[src/rtl/video_sync_receiver.sv]
// Video timing receiver: measures line/frame periods and visible extents from a
// sync generator, tracks pixel/line position, and locks once the timing repeats.
module video_sync_receiver #(
   parameter int LOCK_FRAMES = 2
) (
   input  logic       i_clk,
   input  logic       i_rst_n,
   input  logic       i_hsync,
   input  logic       i_vsync,
   input  logic       i_visible,
   output logic       o_de,
   output logic [9:0] o_hpos,
   output logic [9:0] o_vpos,
   output logic [9:0] o_line_len,
   output logic [9:0] o_frame_lines,
   output logic [9:0] o_hvis,
   output logic [9:0] o_vvis,
   output logic       o_frame_start,
   output logic       o_locked,
   output logic       o_error
);
   localparam logic [9:0] SAT      = 10'd1023;
   localparam logic [3:0] LOCK_TGT = 4'(LOCK_FRAMES - 1);

   typedef enum logic [1:0] {SEARCH, TRACK, LOCKED} state_t;
   state_t state_q, state_d;

   logic       hs1_q, hs2_q, vs1_q, vs2_q, vis1_q;
   logic [9:0] h_cnt_q, h_cnt_d, de_cnt_q, de_cnt_d, v_cnt_q, v_cnt_d;
   logic [9:0] line_len_q, line_len_d, frame_lines_q, frame_lines_d;
   logic [9:0] hvis_q, hvis_d, vvis_q, vvis_d, vpos_q, vpos_d;
   logic [9:0] ref_len_q, ref_len_d, ref_lines_q, ref_lines_d;
   logic [3:0] match_q, match_d;
   logic       seen_h_q, seen_h_d, fs_q, err_q, err_d;
   logic       hs_rise, vs_rise, h_sat;
   logic [9:0] de_line;

   function automatic logic [9:0] inc_sat(input logic [9:0] v);
      return (v == SAT) ? v : v + 10'd1;
   endfunction

   assign hs_rise = hs1_q & ~hs2_q;
   assign vs_rise = vs1_q & ~vs2_q;
   assign h_sat   = (h_cnt_q == SAT);
   // visible pixels of the line so far, including the current cycle
   assign de_line = vis1_q ? inc_sat(de_cnt_q) : de_cnt_q;

   always_comb begin : meas
      h_cnt_d       = hs_rise ? 10'd1 : inc_sat(h_cnt_q);
      de_cnt_d      = de_line;
      v_cnt_d       = v_cnt_q;
      line_len_d    = line_len_q;
      frame_lines_d = frame_lines_q;
      hvis_d        = hvis_q;
      vvis_d        = vvis_q;
      vpos_d        = vpos_q;
      if (hs_rise) begin
         if (seen_h_q) line_len_d = h_cnt_q;
         hvis_d   = de_line;
         de_cnt_d = '0;
         v_cnt_d  = inc_sat(v_cnt_q);
         // vvis only latches on blank lines that follow visible ones, so the
         // blank lines after vsync (vpos already cleared) keep the frame's count
         if (de_line != '0) vpos_d = inc_sat(vpos_q);
         else if (vpos_q != '0) vvis_d = vpos_q;
      end
      if (vs_rise) begin
         frame_lines_d = v_cnt_d;
         v_cnt_d       = '0;
         vpos_d        = '0;
      end
   end

   always_comb begin : lock_fsm
      state_d     = state_q;
      match_d     = match_q;
      ref_len_d   = ref_len_q;
      ref_lines_d = ref_lines_q;
      err_d       = 1'b0;
      case (state_q)
         SEARCH: begin
            if (vs_rise) begin
               state_d     = TRACK;
               match_d     = '0;
               ref_len_d   = '0;
               ref_lines_d = '0;
            end
         end
         TRACK: begin
            if (h_sat) begin
               state_d = SEARCH;
            end else if (vs_rise) begin
               if (line_len_d == ref_len_q && frame_lines_d == ref_lines_q) begin
                  if (match_q != 4'hF) match_d = match_q + 4'd1;
               end else begin
                  match_d = '0;
               end
               ref_len_d   = line_len_d;
               ref_lines_d = frame_lines_d;
               // a saturated line length is never a valid timing to lock onto
               if (match_d >= LOCK_TGT && line_len_d != SAT) state_d = LOCKED;
            end
         end
         LOCKED: begin
            if (h_sat || (hs_rise && h_cnt_q != ref_len_q) ||
                (vs_rise && frame_lines_d != ref_lines_q)) begin
               err_d   = 1'b1;
               state_d = SEARCH;
            end
         end
         default: state_d = SEARCH;
      endcase
   end

   assign seen_h_d = (state_d == SEARCH && state_q != SEARCH) ? 1'b0 : (seen_h_q | hs_rise);

   always_ff @(posedge i_clk or negedge i_rst_n) begin
      if (!i_rst_n) state_q <= SEARCH;
      else          state_q <= state_d;
   end

   always_ff @(posedge i_clk or negedge i_rst_n) begin
      if (!i_rst_n) begin
         hs1_q         <= 1'b0;
         hs2_q         <= 1'b0;
         vs1_q         <= 1'b0;
         vs2_q         <= 1'b0;
         vis1_q        <= 1'b0;
         h_cnt_q       <= '0;
         de_cnt_q      <= '0;
         v_cnt_q       <= '0;
         line_len_q    <= '0;
         frame_lines_q <= '0;
         hvis_q        <= '0;
         vvis_q        <= '0;
         vpos_q        <= '0;
         ref_len_q     <= '0;
         ref_lines_q   <= '0;
         match_q       <= '0;
         seen_h_q      <= 1'b0;
         fs_q          <= 1'b0;
         err_q         <= 1'b0;
      end else begin
         hs1_q         <= i_hsync;
         hs2_q         <= hs1_q;
         vs1_q         <= i_vsync;
         vs2_q         <= vs1_q;
         vis1_q        <= i_visible;
         h_cnt_q       <= h_cnt_d;
         de_cnt_q      <= de_cnt_d;
         v_cnt_q       <= v_cnt_d;
         line_len_q    <= line_len_d;
         frame_lines_q <= frame_lines_d;
         hvis_q        <= hvis_d;
         vvis_q        <= vvis_d;
         vpos_q        <= vpos_d;
         ref_len_q     <= ref_len_d;
         ref_lines_q   <= ref_lines_d;
         match_q       <= match_d;
         seen_h_q      <= seen_h_d;
         fs_q          <= vs_rise;
         err_q         <= err_d;
      end
   end

   assign o_de          = vis1_q;
   assign o_hpos        = (de_cnt_q == '0) ? '0 : (vis1_q ? de_cnt_q : de_cnt_q - 10'd1);
   assign o_vpos        = vpos_q;
   assign o_line_len    = line_len_q;
   assign o_frame_lines = frame_lines_q;
   assign o_hvis        = hvis_q;
   assign o_vvis        = vvis_q;
   assign o_frame_start = fs_q;
   assign o_locked      = (state_q == LOCKED);
   assign o_error       = err_q;

endmodule

[config.mk]
export PLATFORM = sky130hd
export DESIGN_NAME = video_sync_receiver
export DESIGN_NICKNAME = d
export VERILOG_FILES = /design/src/rtl/video_sync_receiver.sv
export SDC_FILE = /design/constraint.sdc
export NUM_CORES = 1
export LEC_CHECK = 0
export ABC_AREA = 0
export CORE_AREA = 2 2 126 141
export DETAILED_ROUTE_END_ITERATION = 10
export DIE_AREA = 0 0 128 143
export PLACE_DENSITY = 0.65
export SLEW_MARGIN = 15
export SYNTH_ARGS = -nofsm -noshare
export SYNTH_HDL_FRONTEND = slang
export SYNTH_SLANG_ARGS = --single-unit
[constraint.sdc]
create_clock -name i_clk -period 2.8 [get_ports i_clk]
set_input_delay 0.7 -clock i_clk [delete_from_list [all_inputs] [get_ports i_clk]]
set_output_delay 0.7 -clock i_clk [all_outputs]
set_load 0.01 [all_outputs]
==> results.md <==
- Synth Flop Type: dfrtp_1
- Nets: 739
- Maximum VDD drop: roughly 460 uV
- Largest cells by area after synthesis: dfrtp_1 48%, nand2_1 4.1%, xnor2_1 4.1%, xor2_1 4.1%, nor2_1 3.9%
- DRC errors left: 0
- Initial antenna violation count: 0
- Drt wl/cell: between 15 and 20 um
- Synth area leader: dfrtp_1
- Crit. Startpoint: v_cnt_q[5]
- Final wirelength: around 16000 um
- Synthesis Warnings: 0
- Layout fillers: 1569
- Asr flop ratio synth: between 90% and 100%
- CP endpoint: state_q[0]
- Startpoint Class: flip-flop
- DP Area: between 7000 and 8000 um^2
- Worst hold slack: around 0.28 ns
- Clock slew at reported path FFs: about 0.05 ns
- Detailed Routing Iterations Pass 1: 5
- Endpoints failing setup: 0
- Clk buf depth: 2
- Hold Violations, Final: 0
- RSZ-0062 raised after global routing: yes
- Yosys top cell area share: 47.7%
- Antenna Diode Count: 0
- Slowest CP cell: dfrtp_1
- Worst slew pin tran: 0.607 ns
- Post-DP HPWL: about 11000 um
- Post-layout min period: 2.74 ns
- Die Y: 143 um
- CTS tree: yes
- CTS Buf Count: 17
- Avg Synthesized Cell Area: 9.63 um^2
- Insertion delay to the later sink of the worst-skew pair: ~0.42 ns
- Post-route ant nets: 0
- Row cnt: 50
- R2r setup slk: approximately 0.056 ns
- Arr. time, crit path: 3.04 ns
- Starting Density: 35.7%
- Hold WC Path Type: in -> async
- Final worst slack: 0.0558 ns
- LEAKAGE: 3.66 nW
- Synth-to-layout area growth: 33.8%
- First-pass GRT wire length: about 26000 um
- GRT Total Usage: 17.6%
- Reg2Reg Depth: 10
- CTS Hold Buffers Added: 0
- Critical path class: reg -> reg
- Max Cap Violations: 0
- Required time of the worst setup path: roughly 3.1 ns
- Final instance area: 8010 um^2
- Fmax: 0.364 GHz
- Worst slew margin: 59.4%
- I/O pins: 69
- CP max stage delay: 0.47 ns
- Finished Layout Cells: 948
- H-tree levels: 4
- Die area: 18300 um^2
- Sink Count: 114
- Syn Std Cell Area: 5980 um^2
- Via count: a little over 5000
- Place WS: -0.0163 ns
- Die Width: 128 um
- Final Cycle Share: 98.0%
- Register bit total from synthesis: 114
- Core area: 16800 um^2
- Layout cells sized above 1: 22.3%
- Final Max Slew Viols: 0
- PortBufs: 68
- Largest net degree at the start of global routing: 56
- GP Congestion: 0.884
- Cell Count Post-Placement: 903
- Setup TNS: 0 ns
- Crit-path max FO: 8
- CP cell instances: and2_2, a311oi_4, o31ai_2, xor2_1, a311o_1, nor4_4, buf_4, nand4_1, a31oi_1, nor2_1
- Syn Nets: roughly 630
- Most numerous cell in the Yosys netlist: dfrtp_1
- Top post-synthesis cells by count: 114 x dfrtp_1, 66 x nand2_1, 62 x nor2_1
- DR iter-0 viols: between 400 and 500
- Distinct cell type count after synthesis: 69
- Vias per cell: around 5.4
- CP Capture Type: flip-flop
- CTS root buffer: clkbuf_16
- Clock Skews: 0.00872 ns
- Status: finished clean
- Syn Inst Count: 621
- Reg-to-reg endpoint: state_q[0]
- Sequential share of the synthesized area: 47.7%
- Congestion Overflow GR: 0
- Number of global-route vias before repair: 5093
- Post-synth EDFFs: 0
- Pwr/cell area: approximately 700 nW/um^2
- Worst r2r src: v_cnt_q[5]
kinds of logic (layout without fill, tap and decap cells):
logic type               count (synthesis)  count (layout)  share of synthesized area, %
flip-flops                             114             114                          47.7
adder cells (fa/ha/maj)                  7               7                          1.46
AND/OR/NAND/NOR                        245             246                          20.8
AO/OA/AOI/OAI                          112             112                          13.0
XOR/XNOR                                56              56                          8.20
multiplexers                            23              23                          4.08
buffers and inverters                   64             182                          4.77
registers in the layout, indices dropped and copies added, names as in the netlist, 2 cells and up:
name           cells
ref_len_q         10
o_vpos            10
o_vvis            10
o_line_len        10
v_cnt_q           10
ref_lines_q       10
h_cnt_q           10
state_q            2
match_q            4
de_cnt_q          10
o_hvis            10
o_frame_lines     10
cell type report:
cell class / count / area [um^2] / share of cell area [%]
Timing Repair Buffer: 127 / 1110 / 13.8
Inverter: 23 / 86.3 / 1.08
Multi-Input combinational cell: 444 / 3090 / 38.6
Clock inverter: 12 / 133 / 1.66
Clock buffer: 20 / 467 / 5.83
Tap cell: 208 / 260 / 3.25
Sequential cell: 114 / 2860 / 35.7
worst max-delay path: cells and delay by family (launching register included):
family	cells	cell delay, ns
compound gates	4	1.07
simple gates	4	0.76
flops	1	0.47
buf+inv	1	0.18
xor+xnor	1	0.15
where the power goes:
part	total [mW]	switching, mW	internal (mW)
registers	2.05	0.221	1.83
clock network	2.16	0.783	1.38
logic	1.42	0.704	0.716
total	5.63	1.71	3.93
worst min-delay path by stage:
stage / from / end / slack [ns] / depth (start not counted)
after floorplan: vs1_q / vs2_q / 0.37 / 0
after global placement: vs1_q / vs2_q / 0.40 / 0
after detailed placement: vs1_q / vs2_q / 0.40 / 0
after CTS: i_rst_n / o_hvis[5] / 0.29 / 1
after global routing: i_rst_n / o_hvis[5] / 0.30 / 1
final: i_rst_n / o_hvis[4] / 0.28 / 1
routing by layer:
layer  vias up  global-route usage [%]  part of all wire, %
met5         -                       0                    0
li1       2400                       -                    -
met2       172                    29.0                   49
met1      2481                    22.1                   44
met4         0                    8.10                  2.9
met3        37                    4.12                  4.7
cell usage in the layout (no fill, tap or decap), types with 4 or more instances in the layout:
cell type        netlist  layout
xor2_1                28      27
dfrtp_2                0       6
mux2i_1               12      11
xnor2_1               28      27
nand2_1               66      63
buf_4                  2      58
nand4_1               16      16
nand3_1               23      23
mux2_2                11      10
a31oi_1                8       8
and3_1                13      13
buf_2                 11       4
inv_1                 23      23
ha_1                   7       5
a21oi_1               14      14
nor3_2                 0       5
clkdlybuf4s50_1        0      57
and2_1                 5       4
o21ai_0               39      38
clkinv_4               0       4
nor4_1                 5       4
nor2_1                62      62
a211oi_1               4       4
nor3_1                13       7
dfrtp_1              114     108
clkbuf_16              0      17
nand3b_1               6       6
a22o_1                 8       8
stage by stage:
stage | power (mW) | utilization, %
6_report | 5.63 | 47.7
5_1_grt | 5.93 | 47.7
4_1_cts | 5.61 | 46.5
3_5_place_dp | 3.40 | 42.3
3_3_place_gp | 3.38 | 42.3
2_1_floorplan | 2.80 | -
what timing repair did:
action                                  in CTS  in global routing
buffers inserted                             5                  7
pin swaps                                    3                 15
endpoints found under the setup margin      19                 26
gates cloned                                 0                  1
gates resized for setup                     40                 46
No activity file was read; power rests on OpenSTA's default activity.
